### src/rtl/up_counter_4bit_pkg.sv
// Shared sizing for the shift/add multiplier loop counter.
// The multiplier width and the counter width both come from COUNT_W.
package up_counter_4bit_pkg;

  localparam int COUNT_W = 4;
  localparam logic [COUNT_W-1:0] TERMINAL = {COUNT_W{1'b1}};

endpackage

### src/rtl/up_counter_4bit.sv
// Enable-gated binary up-counter that paces the multiplier's shift/add loop.
// K flags the terminal iteration so the controller exits on that cycle.
module up_counter_4bit
  import up_counter_4bit_pkg::*;
#(
  parameter int WIDTH = COUNT_W
) (
  input  logic             clk,
  input  logic             rst,
  input  logic             CNT,
  output logic             K,
  output logic [WIDTH-1:0] Q
);

  logic [WIDTH-1:0] count;

  always_ff @(posedge clk or posedge rst) begin
    if (rst) begin
      count <= '0;
    end else if (CNT) begin
      count <= count + 1'b1;
    end
  end

  // Unregistered decode: registering K would delay loop exit by one cycle.
  assign K = (count == {WIDTH{1'b1}});
  assign Q = count;

endmodule

### config.mk
export PLATFORM = sky130hd
export DESIGN_NAME = up_counter_4bit
export DESIGN_NICKNAME = d
export VERILOG_FILES = /design/src/rtl/up_counter_4bit_pkg.sv /design/src/rtl/up_counter_4bit.sv
export SDC_FILE = /design/constraint.sdc
export NUM_CORES = 1
export LEC_CHECK = 0
export ABC_AREA = 1
export CORE_AREA = 2 2 39 41
export CTS_CLUSTER_DIAMETER = 120
export DETAILED_ROUTE_END_ITERATION = 8
export DIE_AREA = 0 0 41 43
export PLACE_DENSITY = 0.37
export SKIP_CTS_REPAIR_TIMING = 1
export SLEW_MARGIN = 20
export SYNTH_ARGS = -nofsm -noshare
export SYNTH_HDL_FRONTEND = slang
export SYNTH_SLANG_ARGS = --single-unit
### constraint.sdc
create_clock -name clk -period 0.95 [get_ports clk]
set_input_delay 0.095 -clock clk [delete_from_list [all_inputs] [get_ports clk]]
set_output_delay 0.095 -clock clk [all_outputs]
set_load 0.01 [all_outputs]
==> flow_summary.ini, run 1 <==
[run_status]
status = finished with violations
failed_checks = setup timing

[layout]
stdcell_area_sq_um = 382
nets = 46
largest_reg_flops = 4
layout_commonest_cell = buf_4
utilization_pct = 27.6
final_cell_mix = buf_4, inv_1, nor2_1, buf_6
nFillCells = 158
antenna_cells = 0
drive_gt1_share_pct = 51.2
area_growth_pct = 99.3

[sta]
relSlewSlack_pct = 88.3
clock_skew_ps = 8.52
hold_viol_final = 0
tightest_slew_ps = 175
finalCritPeriodShare_pct = 120
worst_slack_ps = -193
max_freq_mhz = 875
drv_slew = 0
rsz0062_at_grt = yes
finalCriticalPeriod_ps = 1140
finalSetupViolCount = 5

[yosys]
yosys.area.top_type = dfrtp_1
syn_inst = 22
yosys_warnings = 0
yosysUniqueCellTypes = 9
avgSynthCellArea_sq_um = 8.70
synth_nets = 26
synth.area.top_cells = dfrtp_1, xor2_1, inv_1
synth_top_area_share_pct = 52.3
seq_area_frac_synth_pct = 52.3
synth-seq-cells = 4
syn_area_sq_um = 191

[pwr]
ir_worst_vdd_mv = 1.12
p_clk_share_pct = 17.6
p_int_w = 0.000870
p_sw_share_pct = 34.7
p_leak_nw = 0.189
power.density_nw_per_um2 = 3490
p_seq_share_pct = 25.6
p_comb_share_pct = 56.9
switching_power_w = 0.000463

[clock_tree]
cts_tree = done
cts_root_buffer = clkbuf_4
cts_buffers = 3
htree_levels = 1
path_clk_slew_ps = 40
clock_latency_ps = 240
clock_path_buffers = 2
cts_sinks = 4

[floorplanning]
rows = 14
core_sq_um = 1380
io_pins = 8
die_w_um = 41
initial_core_util_pct = 13.8
fp.dieArea_sq_um = 1760
die_height_um = 43

[route]
wirelength_um = 490
postRouteAntennaNets = 0
drt_pass1_iterations = 2
drcViolationCount = 0
num_vias = 205
via_per_inst = 3.60
wl_per_cell_um = 8.60
drt_iter0_drc = 4

[worst_setup_path]
worstSetupEndpointType = output pin
ff2ff_path_depth = 6
worstSetupPathType = flop to output pin
critPathArrivalTime_ps = 1050
start_kind = flop
worstPathRequired_ps = 850
crit_fanout = 2

[place]
place.gp.congestion = 0.680
numPortBuffers = 7
dp_slack_ps = -358
dpl-instance-area_sq_um = 330
post-dp-hpwl_um = 376

[global_routing]
grt_pass1_vias = 198
antenna_found_initial = 0
grt_overflow = 0
grt_pass1_wl_um = 834
grt.total_usage_pct = 7.94
grt_max_degree = 5

[flow_run]
cap_violations = 0

[worst_hold_path]
hold_class = input pin to async pin
==> layer usage <==
metal	track usage (%)	wire, um	share of wire (%)
met2	8.75	204	42
met5	0	0	0
met4	8.00	0	0
met1	9.68	233	48
met3	4.71	52	11
==> worst max-delay path: stages (launching register included) <==
cell     delay [ps]
dfrtp_1         400
ha_4            160
nand2_2          40
nor2_1           90
buf_2           130
==> through the flow <==
stage	hold WS (ps)	cells	setup TNS (ps)	power, W
2_1_floorplan	-139	22	-26.4	0.000569
3_3_place_gp	308	51	-1000	0.000974
3_5_place_dp	309	51	-1070	0.000989
4_1_cts	58.1	55	-2140	0.00124
5_1_grt	73.0	57	-930	0.00147
6_report	52.2	57	-661	0.00133
==> kinds of logic after synthesis <==
| logic type | Yosys count | share of synthesized area [%] |
|---|---|---|
| simple gates | 10 | 21.6 |
| buf+inv | 4 | 7.84 |
| flops | 4 | 52.3 |
| xor+xnor | 2 | 9.15 |
| compound gates | 1 | 2.61 |
| fa+ha+maj | 1 | 6.53 |
==> power groups by stage <==
| stage | clock, W | combinational (W) | sequential (W) |
|---|---|---|---|
| floorplan | 0 | 0.000176 | 0.000393 |
| global placement | 0 | 0.000665 | 0.000310 |
| detailed placement | 0 | 0.000675 | 0.000315 |
| CTS | 0.000245 | 0.000679 | 0.000312 |
| global route | 0.000269 | 0.000851 | 0.000352 |
| finish | 0.000234 | 0.000758 | 0.000341 |
==> Yosys cell counts (all sizes together) <==
library cell	instances
nand2	5
nor2	4
inv	4
xor2	2
nor3	1
dfrtp	4
o21ai	1
ha	1
==> path summary, 6_finish.rpt <==
check,start,to,slack (ps)
worst min register to register,Q[3],Q[3],610
worst max register to register,Q[1],Q[3],-80
max in group asynchronous,rst,Q[0],720
worst max-delay path,Q[1],K,-190
worst min-delay path,rst,Q[2],50
min in group clk,CNT,Q[2],560
==> layout make-up <==
class | instances | area, sq um | share of cell area, %
Multi-Input combinational cell | 14 | 93.8 | 24.6
Inverter | 4 | 15.0 | 3.93
Clock buffer | 4 | 26.3 | 6.89
Timing Repair Buffer | 15 | 125 | 32.8
Sequential cell | 4 | 101 | 26.6
Tap cell | 16 | 20.0 | 5.25
Power figures use the tool's default switching activity.
==> run 2: changes to the inputs <==
Settings changed: CORE_AREA 2 2 39 41 to 4 4 41 43, DIE_AREA 0 0 41 43 to 0 0 45 47.
==> run 2 against run 1 <==
- the run still ends with setup timing left
- power grew 4.1%
- die area up 20%
- critical endpoint unchanged
- sequential share of layout area shrank 1.2 points
==> flow_summary.ini, run 2 (synthesis gave the netlist of run 1 again) <==
[sta]
drv_slew = 0
tightest_slew_ps = 193
finalSetupViolCount = 4
finalCriticalPeriod_ps = 1150
clock_skew_ps = 0.562
relSlewSlack_pct = 87.1
whs_ps = 57.8
worst_slack_ps = -200
rsz0062_at_grt = yes
max_freq_mhz = 870
hold_viol_final = 0
finalCritPeriodShare_pct = 121

[worst_hold_path]
hold_class = input pin to async pin

[floorplanning]
fp.dieArea_sq_um = 2120
rows = 13
io_pins = 8
initial_core_util_pct = 14.7
die_height_um = 47
core_sq_um = 1300
die_w_um = 45

[clock_tree]
path_clk_slew_ps = 40
cts_buffers = 3
clock_path_buffers = 2
cts_root_buffer = clkbuf_4
cts_tree = done
htree_levels = 1
cts_sinks = 4
clock_latency_ps = 240

[layout]
nFillCells = 154
nets = 46
drive_gt1_share_pct = 51.2
final_cells = 56
largest_reg_flops = 4
stdcell_area_sq_um = 399
area_growth_pct = 108
antenna_cells = 0
final_cell_mix = buf_6, buf_4, inv_1

[worst_setup_path]
worstSetupPathType = flop to output pin
crit_slowest_cell = dfrtp_1
start_kind = flop
startpoint = Q[1]
reg2reg_slack_ps = -50
crit_fanout = 2
worstPathRequired_ps = 850
path_buf_inv = 1
worstSetupEndpointType = output pin
r2r-start = Q[0]
slowest_delay_ps = 390
ff2ff_path_depth = 6
critPathArrivalTime_ps = 1050
worstReg2RegEnd = Q[3]
crit_family = flip-flops
crit_chain = ha_4 > nand2_2 > nor2_2 > buf_2

[pwr]
p_leak_nw = 0.205
power_w = 0.00139
p_comb_share_pct = 57.1
p_sw_share_pct = 34.7
p_clk_share_pct = 17.5
p_seq_share_pct = 25.4
ir_worst_vdd_mv = 1.47
switching_power_w = 0.000481
power.density_nw_per_um2 = 3480
p_int_w = 0.000906

[route]
drt_iter0_drc = 0
wirelength_um = 522
postRouteAntennaNets = 0
num_vias = 206
wl_per_cell_um = 9.32
drt_pass1_iterations = 1
via_per_inst = 3.68
drcViolationCount = 0

[global_routing]
grt_overflow = 0
grt.total_usage_pct = 6.65
grt_pass1_vias = 232
antenna_found_initial = 0
grt_max_degree = 5
grt_pass1_wl_um = 910

[place]
dp_cells = 49
numPortBuffers = 7
post-dp-hpwl_um = 360
dpl-instance-area_sq_um = 322
place.gp.congestion = 0.695

[run_status]
failed_checks = setup timing
status = finished with violations

[flow_run]
cap_violations = 0
## run 2: metal layers
metal | global-route usage [%] | wire length, um
met1 | 5.94 | 217
met2 | 10.5 | 249
met3 | 6.90 | 56
met4 | 1.75 | 0
met5 | 0 | 0
## run 2: worst register-to-register path, delay by kind of cell, from the launching register on
kind          cells  cell delay [ps]
flops             1              420
simple gates      4              220
buf+inv           2              240
## run 2: worst max-delay path by stage
| stage | endpoint | depth (start not counted) |
|---|---|---|
| after floorplan | Q[2] | 4 |
| after global placement | K | 4 |
| after detailed placement | K | 4 |
| after CTS | K | 4 |
| after global routing | K | 4 |
| final | K | 4 |
## run 2: power by group through the flow
stage	Combinational (W)	Sequential (W)	Clock, W
6_report	0.000792	0.000352	0.000242
5_1_grt	0.000880	0.000363	0.000279
4_1_cts	0.000623	0.000329	0.000253
3_5_place_dp	0.000619	0.000331	0
3_3_place_gp	0.000609	0.000326	0
2_1_floorplan	0.000176	0.000393	0
## run 2: final cells by class
class | count | area, sq um | area share, %
tap | 15 | 18.8 | 4.70
sequential | 4 | 101 | 25.4
clock buffer | 4 | 26.3 | 6.58
inverter | 4 | 15.0 | 3.76
multi-input combinational | 14 | 101 | 25.4
timing repair buffer | 15 | 136 | 34.2
## run 2: per-stage QoR
stage / worst slack [ps] / TNS (ps) / utilization [%]
6_report: -200 / -464 / 30.7
5_1_grt: -268 / -806 / 30.7
3_5_place_dp: -352 / -1010 / 24.7
3_3_place_gp: -333 / -941 / 24.7
2_1_floorplan: -26.4 / -26.4 / -
4_1_cts: -617 / -2160 / 26.7
==> run 3: changes to the inputs <==
==> constraint.sdc (replaced) <==
create_clock -name clk -period 0.95 [get_ports clk]
set_input_delay 0.2375 -clock clk [delete_from_list [all_inputs] [get_ports clk]]
set_output_delay 0.2375 -clock clk [all_outputs]
set_load 0.01 [all_outputs]
==> run 3 against run 2 <==
- the run still ends with setup timing left
- wire length is 1.9% lower
- register-to-register slack is essentially flat
- sequential share of layout area rose by 2.2 points
- power down 7.1%
- final cell count decreased by 1.8%
- non-clock buffer count decreased by 1
- clock-buffer cell count stayed put
- via count decreased by 4.4%
==> flow_summary.ini, run 3 (synthesis gave the netlist of run 1 again) <==
[worst_setup_path]
critPathArrivalTime_ps = 1040
worstSetupEndpointType = output pin
worstSetupPathType = flop to output pin
r2r-start = Q[2]
start_kind = flop
crit_fanout = 2
worstPathRequired_ps = 710
startpoint = Q[0]

[clock_tree]
cts_tree = done
clock_path_buffers = 2
clock_latency_ps = 240
htree_levels = 1
cts_sinks = 4
cts_root_buffer = clkbuf_4
cts_buffers = 3
path_clk_slew_ps = 40

[sta]
hold_viol_final = 0
tightest_slew_ps = 177
clock_skew_ps = 5.12
finalCriticalPeriod_ps = 1280
finalCritPeriodShare_pct = 135
relSlewSlack_pct = 88.2
rsz0062_at_grt = yes
finalSetupViolCount = 7
max_freq_mhz = 780
worst_slack_ps = -332
drv_slew = 0

[route]
drt_iter0_drc = 0
via_per_inst = 3.58
drcViolationCount = 0
postRouteAntennaNets = 0
drt_pass1_iterations = 1
wl_per_cell_um = 9.31
num_vias = 197
wirelength_um = 512

[pwr]
power_w = 0.00129
p_leak_nw = 0.184
ir_worst_vdd_mv = 0.970
power.density_nw_per_um2 = 3500

[layout]
drive_gt1_share_pct = 52.5
layout_commonest_cell = buf_4
nets = 45
largest_reg_flops = 4
antenna_cells = 0
final_cell_mix = buf_4, inv_1
area_growth_pct = 92.2

[flow_run]
cap_violations = 0

[global_routing]
antenna_found_initial = 0
grt_overflow = 0
grt.total_usage_pct = 6.32
grt_max_degree = 5
grt_pass1_wl_um = 821
grt_pass1_vias = 200

[floorplanning]
io_pins = 8
rows = 13
die_w_um = 45
core_sq_um = 1300
fp.dieArea_sq_um = 2120
initial_core_util_pct = 14.7
die_height_um = 47

[place]
post-dp-hpwl_um = 389
dp_slack_ps = -488
numPortBuffers = 7
place.gp.congestion = 0.698

[run_status]
status = finished with violations
failed_checks = setup timing

[worst_hold_path]
hold_class = input pin to async pin
-- run 3: layout make-up --
type	instances	area [sq um]
Clock buffer	4	26.3
Fill cell	149	933
Inverter	4	15.0
Multi-Input combinational cell	14	96.3
Sequential cell	4	101
Tap cell	15	18.8
Timing Repair Buffer	14	110
-- run 3: critical path, cell delays in order, from the launching register on --
cell     delay [ps]
dfrtp_2         420
ha_4            170
nand2_2          60
nor2_2           30
buf_2           130
-- run 3: layer usage --
layer	track usage [%]	part of all wire, %	up-vias
li1	-	-	102
met1	6.83	49	84
met2	7.34	40	9
met3	2.30	7.6	2
met4	10.5	2.9	0
met5	0	0	-
-- run 3: metrics by stage --
stage	utilization, %	cell area, sq um	hold slack (ps)	setup TNS, ps	instances
after detailed placement	25.9	337	461	-2250	51
final	28.3	368	196	-1110	55
after global placement	25.9	337	449	-2210	51
after global routing	28.3	368	222	-1400	55
after CTS	27.9	363	205	-3000	55
after floorplan	-	195	3.51	-115	22
-- run 3: path summary, 6_finish.rpt --
| check | endpoint | slack [ps] | cells past startpoint |
|---|---|---|---|
| worst max-delay path | K | -330 | 4 |
| worst min-delay path | Q[1] | 200 | 2 |
| worst max register to register | Q[3] | -50 | 6 |
| worst min register to register | Q[3] | 590 | 3 |
| max in group asynchronous | Q[0] | 580 | 2 |
| min in group clk | Q[3] | 590 | 3 |
-- run 3: where the power goes --
part	switching (W)	internal [W]	leakage (nW)	total, W
Combinational	0.000312	0.000402	0.123	0.000715
Sequential	0.0000678	0.000265	0.0459	0.000332
Clock	0.0000830	0.000158	0.0150	0.000242
Total	0.000463	0.000825	0.184	0.00129
